## src/rtl/bcd_scan_display.sv

```systemverilog
// Four-digit multiplexed seven-segment driver with a shadowed BCD word that is swapped in only at scan-frame boundaries.
// Optional leading-zero blanking is enabled by defining LZ_BLANK_EN.
module bcd_scan_display #(
  parameter int unsigned SCAN_DIV = 50000
) (
  input  logic        clk,
  input  logic        rst,
  input  logic [15:0] bcd_in,
  input  logic        load,
  output logic [6:0]  seg,
  output logic [3:0]  an,
  output logic        pending,
  output logic        bcd_err
);

  localparam int unsigned PW = (SCAN_DIV > 2) ? $clog2(SCAN_DIV) : 1;
  localparam logic [PW-1:0] PRESC_MAX = PW'(SCAN_DIV - 1);

  logic [PW-1:0] presc_r;
  logic [1:0]    idx_r;
  logic [15:0]   disp_r;
  logic [15:0]   shadow_r;

  logic          tick_s;
  logic          boundary_s;
  logic [1:0]    idx_next_s;
  logic [15:0]   disp_next_s;
  logic          pending_next_s;
  logic [3:0]    digit_s;
  logic [3:0]    blank_s;
  logic [6:0]    seg_next_s;
  logic [3:0]    an_next_s;

  function automatic logic [6:0] decode_seg(input logic [3:0] d);
    logic [6:0] s;
    case (d)
      4'd0:    s = 7'b1000000;
      4'd1:    s = 7'b1111001;
      4'd2:    s = 7'b0100100;
      4'd3:    s = 7'b0110000;
      4'd4:    s = 7'b0011001;
      4'd5:    s = 7'b0010010;
      4'd6:    s = 7'b0000010;
      4'd7:    s = 7'b1111000;
      4'd8:    s = 7'b0000000;
      4'd9:    s = 7'b0010000;
      default: s = 7'b0111111;
    endcase
    return s;
  endfunction

  function automatic logic word_has_err(input logic [15:0] w);
    return (w[15:12] > 4'd9) || (w[11:8] > 4'd9) || (w[7:4] > 4'd9) || (w[3:0] > 4'd9);
  endfunction

  assign tick_s     = (presc_r == PRESC_MAX);
  assign boundary_s = tick_s && (idx_r == 2'd3);
  assign idx_next_s = idx_r + 2'd1;

  // Display/pending update: a load landing on the boundary bypasses the shadow.
  always_comb begin
    disp_next_s    = disp_r;
    pending_next_s = pending;
    if (boundary_s && load) begin
      disp_next_s    = bcd_in;
      pending_next_s = 1'b0;
    end else if (boundary_s && pending) begin
      disp_next_s    = shadow_r;
      pending_next_s = 1'b0;
    end else if (load) begin
      pending_next_s = 1'b1;
    end else begin
      pending_next_s = pending;
    end
  end

  // Leading-zero blank mask computed from the post-swap word.
  always_comb begin
    blank_s = 4'b0000;
`ifdef LZ_BLANK_EN
    blank_s[3] = (disp_next_s[15:12] == 4'd0);
    blank_s[2] = blank_s[3] && (disp_next_s[11:8] == 4'd0);
    blank_s[1] = blank_s[2] && (disp_next_s[7:4] == 4'd0);
`else
    blank_s = 4'b0000;
`endif
  end

  // Segment and anode values for the digit selected on the next tick.
  always_comb begin
    digit_s   = 4'd0;
    an_next_s = 4'b1111;
    case (idx_next_s)
      2'd0:    begin digit_s = disp_next_s[3:0];   an_next_s = 4'b1110; end
      2'd1:    begin digit_s = disp_next_s[7:4];   an_next_s = 4'b1101; end
      2'd2:    begin digit_s = disp_next_s[11:8];  an_next_s = 4'b1011; end
      2'd3:    begin digit_s = disp_next_s[15:12]; an_next_s = 4'b0111; end
      default: begin digit_s = 4'd0;               an_next_s = 4'b1111; end
    endcase
    if (blank_s[idx_next_s]) begin
      seg_next_s = 7'h7F;
      an_next_s  = 4'hF;
    end else begin
      seg_next_s = decode_seg(digit_s);
    end
  end

  // Scan state, shadow/display words and registered outputs.
  always_ff @(posedge clk or negedge rst) begin
    if (!rst) begin
      presc_r  <= '0;
      idx_r    <= 2'd3;
      disp_r   <= 16'h0000;
      shadow_r <= 16'h0000;
      pending  <= 1'b0;
      bcd_err  <= 1'b0;
      seg      <= 7'h7F;
      an       <= 4'hF;
    end else begin
      presc_r <= tick_s ? '0 : presc_r + PW'(1);
      if (tick_s) begin
        idx_r <= idx_next_s;
        seg   <= seg_next_s;
        an    <= an_next_s;
      end
      if (load) begin
        shadow_r <= bcd_in;
      end
      disp_r  <= disp_next_s;
      pending <= pending_next_s;
      bcd_err <= word_has_err(disp_next_s);
    end
  end

endmodule

```

## config.mk

```make
export PLATFORM = sky130hd
export DESIGN_NAME = bcd_scan_display
export DESIGN_NICKNAME = d
export VERILOG_FILES = /design/src/rtl/bcd_scan_display.sv
export SDC_FILE = /design/constraint.sdc
export NUM_CORES = 1
export LEC_CHECK = 0
export CAP_MARGIN = 20
export CORE_MARGIN = 2
export CORE_UTILIZATION = 55
export DETAILED_ROUTE_END_ITERATION = 10
export GPL_TIMING_DRIVEN = 0
export PLACE_DENSITY = 0.85
export SYNTH_ARGS = -nofsm -noshare
export SYNTH_HDL_FRONTEND = slang
export SYNTH_SLANG_ARGS = --single-unit
```

## constraint.sdc

```tcl
create_clock -name clk -period 3.5 [get_ports clk]
set_input_delay 0.525 -clock clk [delete_from_list [all_inputs] [get_ports clk]]
set_output_delay 0.525 -clock clk [all_outputs]
set_load 0.02 [all_outputs]
```

* Word-level counts from Yosys, hierarchy flattened
Memories as Yosys holds them, arrays and structs flattened. A register that Yosys moved wholly into a read port is not among the register bits.
Index checks and enable logic that the tools add are counted.
** Storage, ports and cells
- Bits in registers :: 56
- Latch bits :: 0
- Memory bits (writable) :: 0
- ROM bits :: 112
- Input port bits :: 19
- Output and inout bits :: 13
- Word-level logic and storage cells :: 40
- Memories :: 1
** Memory list
- (name not given) :: depth 16, width 7, read ports 1, clocked after Yosys merged registers in 1, wr ports 0, line 36 : case (d)
** Cells by class
- Add/subtract/negate cells :: 2
- Multipliers :: 0
- Divide/modulo/power cells :: 0
- Magnitude comparators :: 5
- Equal/unequal tests :: 5
- Shifts and indexed selects :: 0
- Mux-type cells :: 11
- Bitwise logic cells :: 0
- Reductions and logical operators :: 9
** Operator list (count)
- 16-bit 2-to-1 mux :: 3
- 4-bit case mux with 4 select lines :: 2
- 16-bit by 1-bit adder with 16-bit output (second input constant) :: 1
- 16-bit == test (second input constant) :: 1
- 4-bit greater-than comparator (second input constant) :: 4
- 2-bit == test (second input constant) :: 3
- 1-bit 2-to-1 mux :: 4
- 4-bit 2-to-1 mux :: 1
- 1-bit logical AND :: 3
- 1-bit logical OR :: 3
- 2-bit by 3-bit < comparator with 1-bit output (second input constant) :: 1
- 3-bit nonzero test :: 1
- 2-bit by 1-bit adder with 2-bit output (second input constant) :: 1
- 1-bit binary-select mux with 2-bit select :: 1
- 2-bit by 1-bit == test with 1-bit output (second input constant) :: 1
- 2-bit zero test :: 1
- 1-bit zero test :: 1

* Longest topological paths before layout
Gate-level depths: netlist of run 1.
- Depth in word-level cells :: 9
- Gate-level depth with buffers :: 14
- Gate-level depth less buffers :: 13

* Least setup slack after synthesis of run 1
Ideal clock, no wire load.
- Path kind :: flip-flop to flip-flop
- From :: register idx_r[0]
- To :: register seg[4]
- Setup time :: 0.077 ns
- Data arrival time :: 2.677 ns
- Data required time :: 3.423 ns
- Path slack :: 0.746 ns
- Stages on the path, launching flop included :: 15
- Path buffers :: 1
- Clock period less this slack :: 2.754 ns
- Path through :: dfstp_2 ha_1 and4_1 and4_1 buf_6 a32oi_1 o211ai_1 a222oi_1 mux2_2 inv_1 ha_1 a21oi_1 a21oi_1 o21ai_0 a21bo_2
** Between the ends
- Longest elaborated chain between the ends :: 6
- Elaborated cells on any way between the ends :: 12
- Classes of those cells :: add/sub: 1; eq/ne: 4; mux: 3; reduce/logical: 4
** RTL lines
- start: declaration :: line 20 : logic [1:0] idx_r;
- start signal: assignment :: line 122 : idx_r <= idx_next_s;
- 2-bit == test (*) :: line 57 : assign boundary_s = tick_s && (idx_r == 2'd3);
- 1-bit logical AND (*) :: line 57
- 1-bit logical AND :: line 67 : end else if (boundary_s && pending) begin
- 16-bit 2-to-1 mux :: line 67
- 16-bit 2-to-1 mux (*) :: line 64 : if (boundary_s && load) begin
- net disp_next_s[5] :: line 27 : logic [15:0] disp_next_s;
- 4-bit case mux with 4 select lines (*) :: line 93 : case (idx_next_s)
- end: declaration :: line 10 : output logic [6:0] seg,
Mark *: on every way through the listed nets, which the timed path passes. The rest lies on a longest branch.
A chain may end at the register's enable or synchronous reset.

* Worst setup path in the final report of run 1
- From :: input port load
- To :: register seg[4]
** Between the ends
- Longest elaborated chain between the ends :: 3
** RTL lines
- start: declaration :: line 9 : input logic load,
- 1-bit logical AND :: line 64
- 16-bit 2-to-1 mux :: line 64
- 4-bit case mux with 4 select lines :: line 93
No other way between the ends.

==> qor.csv, run 1 <==
stage,metric,value,unit
run_status,status,finished clean,
cts,cts_sinks,63,
route,first_pass_iters,6,
yosys,synth_warnings,0,
placed_design,placed_cell_area,3740,µm²
final_layout,fin_util,66.2,%
worst_setup_path,cp.arrival,3530,ps
route,wire_per_inst,16.7,µm
final_layout,fin_nets,407,
die,io_pins,32,
route,ant_nets,0,
cts,tritoncts,done,
yosys,syn_area,3320,µm²
route,first_iter_violations,206,
global_route,track_usage,24.8,%
yosys,synth_ff_type,dfrtp_1,
timing,slew_viol_final,0,
final_layout,drive_gt1_share,13.8,%
timing,setup-violations-final,0,
worst_setup_path,crit_path_end_kind,flop,
final_layout,antenna_cells,0,
placed_design,dp_hpwl,5340,µm
global_route,grt_pass1_wl,12500,µm
timing,tightest_slew,856,ps
route,num_vias,2671,
pwr,seq_power_share,54.6,%
cts,htreeDepth,3,
timing,fin_crit_sh,93.2,%
job,timing.max_cap.violations,0,
pwr,vdd.ir_drop.worst,0.298,mV
yosys,yosys.area.top_type_share,37.7,%
worst_setup_path,path_class,in2reg,
yosys,synth_area_leaders,"dfrtp_1, dfstp_2, ha_1, nand2_1, o21ai_0",
pwr,pwr-share-clk,39.2,%
route,drc,0,
pwr,total_power,1.39,mW
route,drt-vias-per-instance,5.90,
pwr,swShare,23.4,%
final_layout,fin_area,3900,µm²
worst_setup_path,critPathLaunchType,input port,
timing,fmax,307,MHz
pwr,p_comb_share,6.2,%
yosys,ys_ff_latch,63,
yosys,yosysTopAreaCell,dfrtp_1,
worst_setup_path,reg2reg_depth,14,
worst_setup_path,crit_start,load,
timing,setup-tns-final,0,ps
timing,grt_setup_unrepaired,no,
timing,finalClockSkew,8.88,ps
timing,relSlewSlack,42.9,%
worst_setup_path,cp_max_fo,10,
pwr,pwr_density_cell,357,nW/µm²
placed_design,gp_congestion,0.900,
die,die_area,6670,µm²
cts,clk_latency,340,ps
die,start_util,56.4,%
die,die_w,81.7,µm
final_layout,areaGrowthSynthToFinish,17.5,%
yosys,async_flop_share,100,%
die,rows,28,
yosys,synth-edff-count,0,
worst_setup_path,regToRegStartpoint,idx_r[1]$_DFFE_PN1N_,
cts,cts.reportedPaths.clkPinSlew,70,ps
global_route,grt_max_degree,38,
cts,clk_path_buf_depth,2,
pwr,p_int,1.07,mW
global_route,grt_pass1_vias,2582,
yosys,yosysUniqueCellTypes,56,
timing,hold_violations,0,
global_route,antenna_found_initial,0,
die,core,5890,µm²
route,wl,7570,µm
worst_setup_path,cp.required,3770,ps
die,die_h,81.7,µm
cts,cts_hold_buf,0,
yosys,syn_inst,330,
yosys,avgSynthCellArea,10.1,µm²
cts,cts-resized-gates,0,
cts,cts_root_buf,clkbuf_8,
worst_hold_path,hp-class,in2async,
pwr,power_switching,326,µW
final_layout,fillCellCount,480,
cts,cts_buffers,9,
cts,post_cts_buffers,0,
pwr,p_leak,1.72,nW
timing,fin_crit,3260,ps
yosys,seq_area_frac_synth,48.0,%
global_route,overflow,0,
placed_design,portBuffers,31,
yosys,syn_nets,364,
-- worst max-delay path: stages --
cell and delay (ps):
clkdlybuf4s50_1 570, clkbuf_1 420, clkbuf_1 440, o21ai_0 310, mux2_2 430, inv_1 130, ha_1 190, a21oi_1 50
a21oi_1 140, o21ai_0 90, a21bo_2 210
-- sequential cells by signal (all words and copies together) (netlist names) --
signal    count
an            4
bcd_err       1
disp_r       16
idx_r         2
pending       1
presc_r      16
seg           7
shadow_r     16
-- kinds of logic (layout without fill, tap and decap cells) --
logic type | Yosys count | count (layout) | share of synthesized area [%]
flops | 63 | 63 | 48.0
fa+ha+maj | 15 | 15 | 5.66
mux | 14 | 14 | 4.60
buf+inv | 41 | 89 | 5.54
compound gates | 76 | 76 | 15.6
simple gates | 107 | 107 | 16.9
xor+xnor | 14 | 14 | 3.70
-- power groups by stage --
stage	logic (mW)	clock network [mW]	registers [mW]
global placement	0.0818	0	0.771
global route	0.0960	0.587	0.761
CTS	0.0875	0.552	0.760
floorplan	0.0356	0	0.769
detailed placement	0.0868	0	0.772
finish	0.0866	0.545	0.760
-- layer usage --
layer  vias up  track usage (%)  wire (µm)
met5         -                0          0
met4         0             9.83        136
met3        15             5.60        380
met2        92             40.9       3770
met1      1324             31.9       3290
li1       1240                -          -
-- area by class of cell --
cell class | instances | area, µm² | area share [%]
clock inverters | 1 | 5.00 | 0.128
multi-input cells | 226 | 1540 | 39.5
plain buffers | 17 | 93.8 | 2.41
clock buffers | 15 | 156 | 4.01
repair buffers | 32 | 325 | 8.35
well taps | 75 | 93.8 | 2.41
flip-flops and latches | 63 | 1590 | 40.9
inverters | 24 | 90.1 | 2.31
-- layout by cell type, fill, tap and decap left out, drive strengths merged, types with 2 or more instances in the layout --
| master | synthesis | routed |
|---|---|---|
| dfrtp | 50 | 50 |
| nand2 | 36 | 36 |
| clkdlybuf4s50 | 0 | 30 |
| nor2 | 26 | 26 |
| o21ai | 25 | 25 |
| clkbuf | 10 | 25 |
| inv | 24 | 24 |
| nand3 | 18 | 18 |
| ha | 15 | 15 |
| dfstp | 13 | 13 |
| a32oi | 11 | 11 |
| mux2 | 10 | 10 |
| a21oi | 9 | 9 |
| a31oi | 9 | 9 |
| buf | 7 | 9 |
| xor2 | 8 | 8 |
| xnor2 | 6 | 6 |
| and3 | 5 | 5 |
| and2 | 5 | 5 |
| and4 | 4 | 4 |
| mux2i | 4 | 4 |
| nand4 | 3 | 3 |
| a211oi | 3 | 3 |
| nor4b | 2 | 2 |
| nor2b | 2 | 2 |
| a41oi | 2 | 2 |
| o211ai | 2 | 2 |
| a21boi | 2 | 2 |
-- cell usage after synthesis (2+ instances only) --
master and instances:
xor2_1 8, nor2_1 26, nand3_1 18, clkbuf_1 9
and2_1 4, nand2_1 36, and4_1 4, a32oi_1 11
and3_1 5, nor2b_1 2, buf_2 2, nand4_1 2
a31oi_1 9, nor4b_4 2, buf_6 3, a41oi_1 2
ha_1 15, dfstp_2 13, a21oi_1 9, mux2i_1 4
o21ai_0 24, xnor2_1 6, a211oi_1 2, mux2_2 10
dfrtp_1 50, inv_1 24
-- final timing paths --
path	to	slack, ps
worst max-delay path	seg[4]$_DFFE_PN1N_	240
worst min-delay path	pending$_DFFE_PN0P_	290
worst max register to register	seg[4]$_DFFE_PN1N_	260
worst min register to register	presc_r[0]$_DFF_PN0_	470
max in group asynchronous	idx_r[1]$_DFFE_PN1N_	2490
min in group clk	presc_r[0]$_DFF_PN0_	470
-- through the flow --
| step | setup slack, ps | hold slack (ps) | std cells |
|---|---|---|---|
| 2_1_floorplan | 746 | 229 | 330 |
| 3_3_place_gp | -126 | 446 | 436 |
| 3_5_place_dp | -51.9 | 459 | 437 |
| 4_1_cts | 265 | 311 | 453 |
| 5_1_grt | 38.1 | 351 | 453 |
| 6_report | 239 | 295 | 453 |
Note: power is estimated with default switching activity, not from simulation.
==> run 2: changes to the inputs <==
--- a/config.mk
+++ b/config.mk
@@ -5,12 +5,12 @@
 export SDC_FILE = /design/constraint.sdc
 export NUM_CORES = 1
 export LEC_CHECK = 0
-export CAP_MARGIN = 20
 export CORE_MARGIN = 2
 export CORE_UTILIZATION = 55
 export DETAILED_ROUTE_END_ITERATION = 10
 export GPL_TIMING_DRIVEN = 0
 export PLACE_DENSITY = 0.85
+export SLEW_MARGIN = 40
 export SYNTH_ARGS = -nofsm -noshare
 export SYNTH_HDL_FRONTEND = slang
 export SYNTH_SLANG_ARGS = --single-unit
==> run 2 against run 1 <==
Flip-flop and latch count unchanged. Routed wire length increased by 0.58%. Via count decreased by 0.71%. Critical endpoint unchanged. Largest cell class unchanged.
==> qor.csv, run 2 (synthesized netlist as in run 1, its figures left out) <==
stage,metric,value,unit,change
worst_setup_path,cp.arrival,3560,ps,+30 ps
final_layout,layout_commonest_cell,dfrtp_1,,
route,first_pass_iters,4,,-2
timing,finalClockSkew,7.81,ps,-1.08 ps
cts,cts_root_buf,clkbuf_8,,
global_route,grt_pass1_wl,12400,µm,-0.44%
global_route,track_usage,24.8,%,-0.071 points
placed_design,dp_hpwl,5350,µm,+0.17%
final_layout,areaGrowthSynthToFinish,17.6,%,about the same
global_route,grt_max_degree,38,,unchanged
worst_setup_path,path_class,in2reg,,
cts,clk_latency,340,ps,about the same
cts,post_cts_buffers,0,,unchanged
run_status,status,finished clean,,
worst_setup_path,cp_max_fo,10,,unchanged
timing,hold_violations,0,,unchanged
cts,cts.reportedPaths.clkPinSlew,70,ps,about the same
worst_setup_path,cp.required,3770,ps,about the same
cts,tritoncts,done,,
timing,fin_crit_sh,93.8,%,+0.60 points
die,io_pins,32,,unchanged
die,start_util,56.4,%,unchanged
worst_setup_path,critPathLaunchType,input port,,
global_route,overflow,0,,unchanged
final_layout,antenna_cells,0,,unchanged
final_layout,layout_common_cells,"dfrtp_1, nand2_1, clkdlybuf4s50_1",,
timing,setup-tns-final,0,ps,unchanged
route,drc,0,,unchanged
final_layout,drive_gt1_share,13.8,%,unchanged
worst_setup_path,crit_path_end_kind,flop,,
worst_hold_path,hp-class,in2async,,
die,core,5890,µm²,unchanged
route,first_iter_violations,198,,-3.9%
pwr,p_comb_share,6.2,%,about the same
route,drt-vias-per-instance,5.85,,-0.71%
timing,fmax,305,MHz,-0.64%
route,num_vias,2652,,-0.71%
pwr,vdd.ir_drop.worst,0.297,mV,-0.15%
pwr,power_switching,329,µW,+1.0%
placed_design,placed_cell_area,3740,µm²,about the same
cts,cts-resized-gates,0,,unchanged
final_layout,fin_util,66.3,%,about the same
final_layout,fin_area,3900,µm²,about the same
global_route,grt_pass1_vias,2633,,+2.0%
route,ant_nets,0,,unchanged
pwr,seq_power_share,54.4,%,-0.2 points
job,timing.max_cap.violations,0,,unchanged
die,die_w,81.7,µm,unchanged
die,die_area,6670,µm²,unchanged
die,die_h,81.7,µm,unchanged
cts,htreeDepth,3,,unchanged
pwr,p_int,1.07,mW,about the same
placed_design,gp_congestion,0.900,,unchanged
timing,tightest_slew,646,ps,-210 ps
pwr,pwr-share-clk,39.3,%,about the same
cts,cts_hold_buf,0,,unchanged
placed_design,portBuffers,31,,unchanged
timing,grt_setup_unrepaired,no,,
cts,cts_sinks,63,,unchanged
pwr,pwr_density_cell,358,nW/µm²,+0.20%
cts,cts_buffers,9,,unchanged
die,rows,28,,unchanged
cts,clk_path_buf_depth,2,,unchanged
pwr,p_leak,1.72,nW,about the same
final_layout,fin_nets,407,,unchanged
final_layout,top_regs,"disp_r x16, presc_r x16, shadow_r x16",,
timing,setup-violations-final,0,,unchanged
global_route,antenna_found_initial,0,,unchanged
timing,relSlewSlack,56.9,%,+14 points
timing,fin_crit,3280,ps,+21.0 ps
timing,slew_viol_final,0,,unchanged
route,wl,7620,µm,+0.58%
route,wire_per_inst,16.8,µm,+0.58%
pwr,swShare,23.6,%,+0.18 points
[run 2: cell counts in the layout (fill, tap and decap cells not counted)]
Identical to the previous run, type by type.
[run 2: worst max-delay path, cell delays in order]
cell             delay (ps)
clkdlybuf4s50_1         580
clkbuf_1                440
clkbuf_1                430
o21ai_0                 310
mux2_2                  430
inv_1                   130
ha_1                    200
a21oi_1                  50
a21oi_1                 150
o21ai_0                  90
a21bo_2                 210
[run 2: layout make-up]
class	instances	area (µm²)
Buffer	17	93.8
Clock buffer	15	156
Clock inverter	1	5.00
Fill cell	483	1990
Inverter	24	90.1
Multi-Input combinational cell	226	1540
Sequential cell	63	1590
Tap cell	75	93.8
Timing Repair Buffer	32	328
[run 2: worst paths after layout]
check | endpoint | startpoint | slack [ps] | cells past startpoint
setup / recovery | seg[4]$_DFFE_PN1N_ | load | 220 | 11
max in group asynchronous | seg[2]$_DFFE_PN1N_ | rst | 2760 | 2
min in group clk | presc_r[0]$_DFF_PN0_ | presc_r[0]$_DFF_PN0_ | 470 | 1
hold / removal | shadow_r[0]$_DFFE_PN0P_ | rst | 140 | 1
setup reg to reg | seg[4]$_DFFE_PN1N_ | presc_r[11]$_DFF_PN0_ | 270 | 12
hold reg to reg | presc_r[0]$_DFF_PN0_ | presc_r[0]$_DFF_PN0_ | 470 | 1
[run 2: per-layer routing]
layer / global-route usage [%] / part of all wire (%) / vias up
met2: 41.2 / 50 / 73
met5: 0 / 0 / -
met3: 5.82 / 5.4 / 13
li1: - / - / 1242
met4: 9.83 / 1.7 / 0
met1: 31.2 / 43 / 1324
[run 2: per-stage QoR]
stage          setup WS, ps  total power [mW]  cells  hold WS, ps
6_report                218              1.40    453          145
5_1_grt                26.8              1.44    453          174
3_3_place_gp           -126             0.853    436          446
4_1_cts                 272              1.40    453          154
3_5_place_dp          -64.5             0.860    437          459
2_1_floorplan           746             0.805    330          229
[run 2: power by group through the flow]
| stage | Sequential, mW | Combinational [mW] | Clock, mW |
|---|---|---|---|
| 4_1_cts | 0.760 | 0.0877 | 0.551 |
| 6_report | 0.760 | 0.0867 | 0.549 |
| 3_3_place_gp | 0.771 | 0.0818 | 0 |
| 3_5_place_dp | 0.773 | 0.0870 | 0 |
| 5_1_grt | 0.761 | 0.0964 | 0.586 |
| 2_1_floorplan | 0.769 | 0.0356 | 0 |
==> run 3: changes to the inputs <==
--- a/config.mk
+++ b/config.mk
@@ -6,10 +6,10 @@
 export NUM_CORES = 1
 export LEC_CHECK = 0
 export CORE_MARGIN = 2
-export CORE_UTILIZATION = 55
+export CORE_UTILIZATION = 35
 export DETAILED_ROUTE_END_ITERATION = 10
 export GPL_TIMING_DRIVEN = 0
-export PLACE_DENSITY = 0.85
+export PLACE_DENSITY = 0.61
 export SLEW_MARGIN = 40
 export SYNTH_ARGS = -nofsm -noshare
 export SYNTH_HDL_FRONTEND = slang
==> constraint.sdc (replaced) <==
create_clock -name clk -period 3.4 [get_ports clk]
set_input_delay 0.51 -clock clk [delete_from_list [all_inputs] [get_ports clk]]
set_output_delay 0.51 -clock clk [all_outputs]
set_load 0.02 [all_outputs]
==> run 3 against run 2 <==
Clock skew up 2.5 ps. Largest cell class unchanged. Sequential share of layout area down 1.3 points. Combinational power up 3.8%. Flip-flop and latch count unchanged.
==> qor.csv, run 3 (synthesized netlist as in run 1, its figures left out) <==
stage,metric,value,unit,change
placed_design,pre_cts_slack,-174,ps,-110 ps
pwr,p_int,1.16,mW,+8.9%
worst_setup_path,cp_slowest_cell,dfstp_2,,
global_route,antenna_found_initial,0,,unchanged
job,timing.max_cap.violations,0,,unchanged
timing,tightest_slew,708,ps,+61.2 ps
pwr,power_switching,354,µW,+7.5%
worst_setup_path,critPathLaunchType,flop,,
final_layout,fin_area,4020,µm²,+3.2%
timing,fin_crit_sh,92.4,%,
cts,htreeDepth,3,,unchanged
global_route,track_usage,16.5,%,-8.3 points
worst_setup_path,cp.arrival,3400,ps,-160 ps
final_layout,multiInputGateArea,1550,µm²,+0.81%
route,wl,7800,µm,+2.4%
timing,fin_crit,3140,ps,
global_route,grt_pass1_wl,13100,µm,+5.3%
die,die_area,10300,µm²,+54%
placed_design,dp_hpwl,5460,µm,+1.9%
timing,relSlewSlack,52.3,%,-4.6 points
placed_design,gp_congestion,0.871,,-3.3%
final_layout,drive_gt1_share,16.2,%,+2.5 points
pwr,p_leak,1.76,nW,+2.4%
route,first_pass_iters,4,,unchanged
worst_setup_path,path_cells,ha_1 -> and4_1 -> nand4_2 -> buf_4 -> o211ai_1 -> a222oi_1 -> mux2_4 -> buf_4 -> ha_1 -> a21oi_1 -> a21oi_1 -> a211oi_1,,
pwr,swShare,23.4,%,-0.23 points
die,rows,35,,+25%
final_layout,fin_nets,411,,+0.98%
placed_design,portBuffers,31,,unchanged
global_route,grt_max_degree,41,,+7.9%
final_layout,areaGrowthSynthToFinish,21.3,%,
pwr,total_power,1.51,mW,+8.6%
route,drt-vias-per-instance,5.22,,-11%
run_status,status,finished clean,,
worst_setup_path,crit_path_end_kind,flop,,
route,num_vias,2571,,-3.1%
pwr,seq_power_share,51.6,%,-2.8 points
worst_setup_path,cpPeakStageDelay,580,ps,about the same
final_layout,top_regs,"disp_r x16, presc_r x16, shadow_r x16",,
cts,cts_sinks,63,,unchanged
cts,cts_root_buf,clkbuf_8,,
final_layout,antenna_cells,0,,unchanged
placed_design,placed_cell_area,3780,µm²,+1.2%
worst_setup_path,crit_start,idx_r[1]$_DFFE_PN1N_,,
cts,cts_buffers,9,,unchanged
route,wire_per_inst,15.8,µm,-5.9%
timing,slew_viol_final,0,,unchanged
cts,clk_latency,350,ps,about the same
worst_setup_path,cp_max_fo,10,,unchanged
final_layout,final-seq-area,1590,µm²,unchanged
timing,finalClockSkew,10.3,ps,+2.52 ps
timing,hold_slack,66.1,ps,-78.6 ps
timing,hold_violations,0,,unchanged
global_route,overflow,0,,unchanged
final_layout,layout_commonest_cell,dfrtp_1,,
route,drc,0,,unchanged
worst_setup_path,cp.required,3650,ps,-120 ps
final_layout,fillCellCount,908,,+88%
worst_setup_path,regToRegStartpoint,idx_r[1]$_DFFE_PN1N_,,
timing,setup-violations-final,0,,unchanged
pwr,pwr_density_cell,376,nW/µm²,+5.2%
timing,finalWorstSetupSlack,257,ps,+39.5 ps
die,start_util,36.1,%,-20 points
worst_hold_path,hp-class,in2async,,
worst_setup_path,path_class,reg2reg,,
die,die_w,101,µm,+24%
timing,fmax,318,MHz,
route,first_iter_violations,130,,-34%
pwr,p_comb_share,5.9,%,-0.3 points
final_layout,layout_common_cells,"dfrtp_1, nand2_1, clkdlybuf4s50_1",,
die,io_pins,32,,unchanged
cts,cts.reportedPaths.clkPinSlew,70,ps,about the same
worst_setup_path,path_buf_inv,2,,-2
pwr,vdd.ir_drop.worst,0.161,mV,-46%
cts,tritoncts,done,,
pwr,pwr-share-clk,42.5,%,+3.2 points
route,ant_nets,0,,unchanged
die,die_h,101,µm,+24%
worst_setup_path,critPathTopFamily,compound AO/OA/AOI/OAI gates,,
global_route,grt_pass1_vias,2545,,-3.3%
timing,grt_setup_unrepaired,no,,
cts,clk_path_buf_depth,2,,unchanged
worst_setup_path,rrSetupSlack,260,ps,about the same
die,core,9200,µm²,+56%
-- run 3: through the flow --
stage / TNS (ps) / utilization, % / instances
after CTS: 0 / 43.3 / 489
after detailed placement: -273 / 41.1 / 473
after global placement: -17650 / 41.0 / 472
after global routing: 0 / 43.8 / 493
after floorplan: 0 / - / 330
final: 0 / 43.8 / 493
-- run 3: repair_timing --
item	in CTS	in global routing
gates resized for setup	0	6
hold buffers	0	0
setup buffers	0	4
endpoints found under the hold margin	0	0
setup endpoints to repair	0	4
-- run 3: final cells by class --
cell class                 count  share of cell area [%]
clock buffer                  14                    4.57
timing repair buffer          36                    8.89
multi-input combinational    226                    38.6
tap                          111                    3.45
inverter                      24                    2.24
clock inverter                 2                   0.311
sequential                    63                    39.6
buffer                        17                    2.36
-- run 3: layer usage --
layer	vias up	wire length [µm]	part of all wire [%]	global-route usage [%]
met4	0	116	1.5	5.30
met5	-	0	0	0
met2	64	3550	46	25.6
met3	9	389	5.0	3.31
li1	1253	-	-	-
met1	1245	3740	48	23.3
-- run 3: path summary, 6_finish.rpt --
path | end | cells after the start
setup / recovery | seg[5]$_DFFE_PN1N_ | 12
hold / removal | shadow_r[7]$_DFFE_PN0P_ | 1
setup reg to reg | seg[5]$_DFFE_PN1N_ | 12
hold reg to reg | presc_r[0]$_DFF_PN0_ | 1
max in group asynchronous | seg[4]$_DFFE_PN1N_ | 2
min in group clk | presc_r[0]$_DFF_PN0_ | 1
-- run 3: worst reg2reg max path: stages, from the launching register on --
cell and delay, ps:
dfstp_2 580, ha_1 170, and4_1 300, nand4_2 180
buf_4 220, o211ai_1 320, a222oi_1 140, mux2_4 330
buf_4 150, ha_1 200, a21oi_1 140, a21oi_1 60
a211oi_1 260
-- run 3: power groups by stage --
| stage | logic [mW] | registers (mW) | clock network (mW) |
|---|---|---|---|
| after global placement | 0.0864 | 0.794 | 0 |
| after floorplan | 0.0367 | 0.792 | 0 |
| final | 0.0900 | 0.781 | 0.644 |
| after global routing | 0.100 | 0.783 | 0.690 |
| after CTS | 0.0913 | 0.781 | 0.655 |
| after detailed placement | 0.0905 | 0.795 | 0 |
